File: src/rtl/cache_fill_fsm.sv
// cache_fill_fsm
// Miss-handling controller sitting between one cache and the shared pipelined
// main memory. A miss latches the containing block's base address. The FSM then
// issues one word read per cycle for the whole block and writes each returned
// word into the cache data array as it arrives. The tag/valid entry is written
// only when the final word of the block lands, so an aborted fill never leaves a
// half-filled block marked valid.
//
// The issue side and the receive side are tracked by separate counters. This lets
// returning data for early words overlap with requests that are still going out.
// Completion depends only on how many valids have arrived, not on memory latency,
// so gaps between returned words are harmless.

module cache_fill_fsm #(
   parameter int WORDS_PER_BLK = 8,
   parameter int ADDR_W        = 16
) (
   input  logic                             i_clk,
   input  logic                             i_rst,
   input  logic                             i_miss_detected,
   input  logic [ADDR_W-1:0]                i_miss_address,
   output logic                             o_fsm_busy,
   output logic                             o_memory_en,
   output logic [ADDR_W-1:0]                o_memory_address,
   input  logic                             i_memory_data_valid,
   input  logic [15:0]                      i_memory_data,
   output logic                             o_write_data_array,
   output logic [$clog2(WORDS_PER_BLK)-1:0] o_cache_word,
   output logic [15:0]                      o_cache_data,
   output logic                             o_write_tag_array,
   output logic                             o_fill_done,
   output logic [ADDR_W-1:0]                o_block_base
);

   // Word index width, and counter width with one extra bit so the issue
   // counter can hold the "all requests sent" value WORDS_PER_BLK.
   localparam int WORD_IDX_W = $clog2(WORDS_PER_BLK);
   localparam int CNT_W      = WORD_IDX_W + 1;
   localparam int BLK_BYTES  = 2 * WORDS_PER_BLK;

   // Clearing the low address bits gives the block base (16'hFFF0 for 8 words).
   localparam logic [ADDR_W-1:0] BLK_MASK  = ~(ADDR_W'(BLK_BYTES - 1));
   localparam logic [CNT_W-1:0]  CNT_FULL  = CNT_W'(WORDS_PER_BLK);
   localparam logic [CNT_W-1:0]  CNT_LAST  = CNT_W'(WORDS_PER_BLK - 1);
   localparam logic [CNT_W-1:0]  CNT_ONE   = CNT_W'(1);
   localparam logic [CNT_W-1:0]  CNT_ZERO  = '0;

   typedef enum logic {
      IDLE = 1'b0,
      FILL = 1'b1
   } fillState_t;

   fillState_t        r_state;
   fillState_t        w_nextState;
   logic [ADDR_W-1:0] r_blockBase;
   logic [ADDR_W-1:0] w_nextBlockBase;
   logic [CNT_W-1:0]  r_issueCnt;
   logic [CNT_W-1:0]  w_nextIssueCnt;
   logic [CNT_W-1:0]  r_recvCnt;
   logic [CNT_W-1:0]  w_nextRecvCnt;

   // The request address is the block base plus a byte offset of two per word.
   // The sum is kept at ADDR_W bits, so a block at the top of the address space
   // wraps its offsets inside the block and never carries out of the top bit.
   logic [ADDR_W-1:0] w_issueAddr;
   assign w_issueAddr = r_blockBase + ADDR_W'({r_issueCnt, 1'b0});

   assign o_block_base = r_blockBase;

   // State, latched block base and both counters. Reset returns to IDLE with
   // everything cleared. Any in-flight fill is dropped without touching the tag.
   always_ff @(posedge i_clk) begin
      if (i_rst) begin
         r_state     <= IDLE;
         r_blockBase <= '0;
         r_issueCnt  <= '0;
         r_recvCnt   <= '0;
      end else begin
         r_state     <= w_nextState;
         r_blockBase <= w_nextBlockBase;
         r_issueCnt  <= w_nextIssueCnt;
         r_recvCnt   <= w_nextRecvCnt;
      end
   end

   // Next-state and output decode. In IDLE only a miss matters; returning
   // valids are ignored there. In FILL the issue side runs until all words are
   // requested, independent of the receive side. The receive side writes each
   // arriving word. The valid carrying the last word also writes the tag and
   // ends the fill. Every control output is forced low while reset is held.
   always_comb begin
      w_nextState        = r_state;
      w_nextBlockBase    = r_blockBase;
      w_nextIssueCnt     = r_issueCnt;
      w_nextRecvCnt      = r_recvCnt;
      o_fsm_busy         = 1'b0;
      o_memory_en        = 1'b0;
      o_memory_address   = '0;
      o_write_data_array = 1'b0;
      o_cache_word       = '0;
      o_cache_data       = '0;
      o_write_tag_array  = 1'b0;
      o_fill_done        = 1'b0;

      case (r_state)
         IDLE: begin
            if (i_miss_detected) begin
               w_nextState     = FILL;
               w_nextBlockBase = i_miss_address & BLK_MASK;
               w_nextIssueCnt  = CNT_ZERO;
               w_nextRecvCnt   = CNT_ZERO;
            end
         end

         FILL: begin
            o_fsm_busy = 1'b1;

            if (r_issueCnt < CNT_FULL) begin
               o_memory_en      = 1'b1;
               o_memory_address = w_issueAddr;
               w_nextIssueCnt   = r_issueCnt + CNT_ONE;
            end

            if (i_memory_data_valid) begin
               o_write_data_array = 1'b1;
               o_cache_word       = r_recvCnt[WORD_IDX_W-1:0];
               o_cache_data       = i_memory_data;
               w_nextRecvCnt      = r_recvCnt + CNT_ONE;
               if (r_recvCnt == CNT_LAST) begin
                  o_write_tag_array = 1'b1;
                  o_fill_done       = 1'b1;
                  w_nextState       = IDLE;
               end
            end
         end

         default: begin
            w_nextState = IDLE;
         end
      endcase

      if (i_rst) begin
         o_fsm_busy         = 1'b0;
         o_memory_en        = 1'b0;
         o_memory_address   = '0;
         o_write_data_array = 1'b0;
         o_cache_word       = '0;
         o_cache_data       = '0;
         o_write_tag_array  = 1'b0;
         o_fill_done        = 1'b0;
      end
   end

endmodule

File: config.mk
export PLATFORM = sky130hd
export DESIGN_NAME = cache_fill_fsm
export DESIGN_NICKNAME = d
export VERILOG_FILES = /design/src/rtl/cache_fill_fsm.sv
export SDC_FILE = /design/constraint.sdc
export NUM_CORES = 1
export LEC_CHECK = 0
export ABC_AREA = 1
export ABC_CLOCK_PERIOD_IN_PS = 1500
export CAP_MARGIN = 0
export CELL_PAD_IN_SITES_DETAIL_PLACEMENT = 1
export CELL_PAD_IN_SITES_GLOBAL_PLACEMENT = 1
export CORE_UTILIZATION = 21
export DETAILED_ROUTE_END_ITERATION = 8
export PLACE_DENSITY = 0.83
export SYNTH_ARGS = -nofsm -noshare
export SYNTH_HDL_FRONTEND = slang
export SYNTH_SLANG_ARGS = --single-unit
File: constraint.sdc
create_clock -name i_clk -period 1.5 [get_ports i_clk]
set_input_delay 0.3 -clock i_clk [delete_from_list [all_inputs] [get_ports i_clk]]
set_output_delay 0.3 -clock i_clk [all_outputs]
set_load 0.01 [all_outputs]
# After elaboration in Yosys (flattened, before gate mapping)
# Index checks and enable logic that the tools add are counted.
[totals]
ff_bits = 21
elab_cells = 46
inputBits = 36
output_inout_bits = 56
[classes]
reduce_logical = 3
n_lt_le_gt_ge = 1
n_eq_ne = 4
n_addsub = 3
mux = 30
n_bitwise = 1
[ops]
columns = ["op", "count"]
rows = [
  ["$mux W16", 6],
  ["$add A16 B5 Y16", 1],
  ["$pmux W4 S2", 2],
  ["$mux W1", 15],
  ["$mux W4", 3],
  ["$mux W3", 3],
  ["$add A4 B1 Y4 const B", 2],
  ["$reduce_and A2 Y1", 3],
  ["$eq A4 B3 Y1 const B", 1],
  ["$lt A4 B4 Y1 const B", 1],
  ["$ne A2 B2 Y1 const B", 2],
  ["$ne A2 B1 Y1 const B", 1],
  ["$pmux W1 S2", 1],
  ["$not A1 Y1", 1],
]

# Depth between registers and ports, before layout
[depth]
ltp_word = 5
mapped_depth = 7
ltp_nobuf = 6

# Worst setup path after synthesis
# OpenSTA, ideal clock, no wires.
[synth_path]
path_type = "reg-to-output"
start = "register r_recvCnt[0]"
end = "output port o_write_tag_array"
path_buffers = 1
path_slack_ns = 0.027
t_required_ns = 1.200
path_stages_with_launch = 5
arrival_ns = 1.173
cell_sequence = "dfxtp_1 -> ha_1 -> nand4_1 -> nor3_1 -> buf_4"
[synth_between]
elab_chain_len = 5
[synth_lines]
columns = ["element", "line", "rtl"]
rows = [
  ["start, declared", "59", "logic [CNT_W-1:0] r_recvCnt;"],
  ["start signal, assigned", "82", "r_recvCnt <= w_nextRecvCnt;"],
  ["$eq A4 B3 Y1", "129", "if (r_recvCnt == CNT_LAST) begin"],
  ["$mux W1 (4 in series)", "-", ""],
  ["end, declared", "30", "output logic o_write_tag_array,"],
]
# Every way passes these cells.

# Worst setup path in the final report
[layout_path]
start = "register r_state"
end = "output port o_memory_address[13]"
[layout_between]
elab_chain_len = 2
[layout_lines]
columns = ["element", "line", "rtl"]
rows = [
  ["start, declared", "53", "fillState_t r_state;"],
  ["start signal, assigned", "79", "r_state <= w_nextState;"],
  ["$mux W16", "105", "case (r_state)"],
  ["$mux W16", "142", "if (i_rst) begin"],
  ["end, declared", "24", "output logic [ADDR_W-1:0] o_memory_address,"],
]
# Every way passes these cells.

==> impl_metrics.env <==
export IMPL_status="complete, but fails checks"
export IMPL_violations="setup timing"
export IMPL_antennaDiodeCount=0
export IMPL_r2r_end="r_issueCnt[2]"
export IMPL_fin_ws_ns=-0.06954
export IMPL_gr_total_overflow=0
export IMPL_min_delay_path_depth=2
export IMPL_swShare_pct=32.07
export IMPL_drt_iter0_drc=29
export IMPL_synthDistinctLibCells=21
export IMPL_layout_commonest_cell="inv_1"
export IMPL_grt_usage_pct=14.61
export IMPL_htreeDepth=1
export IMPL_dr_total_vias=1559
export IMPL_finalHoldViolCount=0
export IMPL_clkTransAtPathRegs_ns=0.08
export IMPL_required_ns=1.20
export IMPL_cts_max_path_buffers=2
export IMPL_cts_made_buffers=3
export IMPL_setup_viol=29
export IMPL_slowest_delay_ns=0.35
export IMPL_skew_ns=0.001387
export IMPL_path_max_fanout=7
export IMPL_cts_tree="built"
export IMPL_fin_crit_sh_pct=104.6
export IMPL_grt_max_degree=30
export IMPL_grt_pass1_wl_um=7293
export IMPL_fp_dieH_um=78.65
export IMPL_drive_gt1_share_pct=40.80
export IMPL_start_kind="flip-flop"
export IMPL_start_util_pct=22.13
export IMPL_holdBufCountCts=0
export IMPL_seq_power_share_pct=40.3
export IMPL_cp_arrival_ns=1.27
export IMPL_min_to="o_block_base[14]"
export IMPL_vdd_drop_max_mv=0.4084
export IMPL_crit_buf_inv=2
export IMPL_wirelength_um=4908
export IMPL_crit_cells=5
export IMPL_core_area_um2=5574
export IMPL_finish_utilization_pct=43.64
export IMPL_wl_per_cell_um=13.23
export IMPL_die_x_um=78.65
export IMPL_path_class="reg -> out"
export IMPL_fp_row_count=27
export IMPL_avgSynthCellArea_um2=6.597
export IMPL_clkPwrFrac_pct=24.3
export IMPL_clk_root_buffer_cell="clkbuf_8"
export IMPL_p_int_mw=1.054
export IMPL_areaGrowthSynthToFinish_pct=97.16
export IMPL_synth_seq_area_share_pct=34.08
export IMPL_final_nets=338
export IMPL_hold_path_class="reg -> reg"
export IMPL_switchingPower_mw=0.4977
export IMPL_crit_chain="inv_2, nor2_4, nand2_4, nor2_2, buf_2"
export IMPL_critPathCaptureType="output pin"
export IMPL_rsz0062_at_grt="true"
export IMPL_combPwrFrac_pct=35.4
export IMPL_leakagePower_nw=1.139
export IMPL_firstDrtPassIters=4
export IMPL_syn_area_um2=1234
export IMPL_hold_start="o_block_base[14]"
export IMPL_synth_seq_cells=21
export IMPL_reg2reg_depth=7
export IMPL_r2r_start="r_state"
export IMPL_reg2reg_slack_ns=0.31
export IMPL_syn_inst=187
export IMPL_antenna_found_initial=0
export IMPL_detail_route_antenna_nets=0
export IMPL_slew_violations=0
export IMPL_portBuffers=82
export IMPL_cts_num_sinks=21
export IMPL_drv_cap=0
export IMPL_hpwlAfterDp_um=3365
export IMPL_worst_skew_pair_late_latency_ns=0.25
export IMPL_dieArea_um2=6185
export IMPL_crit_family="simple AND/OR/NAND/NOR gates"
export IMPL_ys_warn_count=0
export IMPL_gp_congestion=0.7141
export IMPL_finalCriticalPeriod_ns=1.570
export IMPL_viasPerCell=4.202
export IMPL_power_density_nw_per_um2=638.0
export IMPL_pin_count=92
export IMPL_grt_pass1_vias=1528
export IMPL_holdWs_ns=0.4910
export IMPL_crit_path_top_delay_cell="dfxtp_2"
export IMPL_mostFrequentLayoutCells="35 x inv_1, 33 x clkdlybuf4s50_1, 28 x buf_2, 28 x buf_4, 19 x nand2_1"
export IMPL_detail_route_drc_violations=0
export IMPL_timing_fmax_ghz=0.6371
through the flow:
step	cells	worst slack (ns)	power, mW	instance area (um^2)	TNS (ns)
after global routing	371	-0.1245	1.632	2432	-2.357
after global placement	357	-0.5696	1.097	2223	-21.18
after CTS	367	-0.07476	1.516	2240	-0.6238
after detailed placement	357	-0.6000	1.114	2223	-21.99
after floorplan	191	0.02687	0.8464	1249	0
final	371	-0.06954	1.552	2432	-0.5900
sequential cells by signal (all words and copies together) (netlist names):
name and count:
o_block_base 12, r_state 1, r_recvCnt 4, r_issueCnt 4
layer usage:
metal | vias to the layer above | track usage, % | part of all wire (%)
li1 | 779 | - | -
met1 | 725 | 17.59 | 41
met2 | 55 | 28.35 | 54
met3 | 0 | 1.977 | 5.4
met4 | 0 | 0.5556 | 0
met5 | - | 0 | 0
cells in the mapped netlist:
cell,count,area [um^2]
inv_2,3,11.26
inv_1,37,138.9
nor2_2,2,12.51
buf_6,5,56.30
nand4_1,1,6.260
nand2_4,2,22.52
dfxtp_1,21,420.4
o21ai_0,17,85.08
nor2_1,39,146.4
buf_4,7,52.55
ha_1,2,25.02
nand2_2,2,12.51
o21ai_1,3,15.01
a21oi_1,16,80.08
nor3_1,2,10.01
nor2_4,2,22.52
inv_4,1,6.260
nand2_1,19,71.32
nand3_1,4,20.02
conb_1,1,3.750
buf_8,1,15.01
tightest hold or removal path: stages, from the launching register on:
cell and delay (ns):
dfxtp_1 0.32, inv_1 0.07, a21oi_1 0.06
final cells by class:
class                   count  area (um^2)
clock buffers               4        45.04
flip-flops and latches     21        425.4
inverters                  41        168.9
multi-input cells         120        768.2
fillers                   689         3142
well taps                  72        90.09
repair buffers            113        934.6
power by group through the flow:
stage	registers [mW]	clock network [mW]	logic, mW
after floorplan	0.653	0	0.194
after global placement	0.633	0	0.464
after detailed placement	0.635	0	0.479
after CTS	0.624	0.394	0.498
after global routing	0.630	0.405	0.597
final	0.625	0.377	0.550
cells by family (layout without fill, tap and decap cells):
kind of cell    after synthesis  in the layout  share of synthesized area, %
compound gates               36             36                         14.60
fa+ha+maj                     2              2                         2.028
buf+inv                      54            158                         22.72
flops                        21             21                         34.08
other cells                   1              5                        0.3040
simple gates                 73             77                         26.27
worst max-delay path by stage:
stage	start	endpoint	slack, ns
floorplan	r_recvCnt[0]	o_write_tag_array	0.03
global placement	i_memory_data_valid	o_cache_word[0]	-0.57
detailed placement	i_memory_data_valid	o_cache_data[1]	-0.60
CTS	r_recvCnt[1]	o_fill_done	-0.07
global route	r_state	o_memory_address[13]	-0.12
finish	r_state	o_memory_address[13]	-0.07
timing repair:
action                     CTS  global route
gates cloned                 3             1
setup endpoints to repair   47            39
resized for setup          193            41
buffers inserted             4             3
pin swaps                   13            13
hold endpoints to repair     0             0
Power figures use the tool's default switching activity.
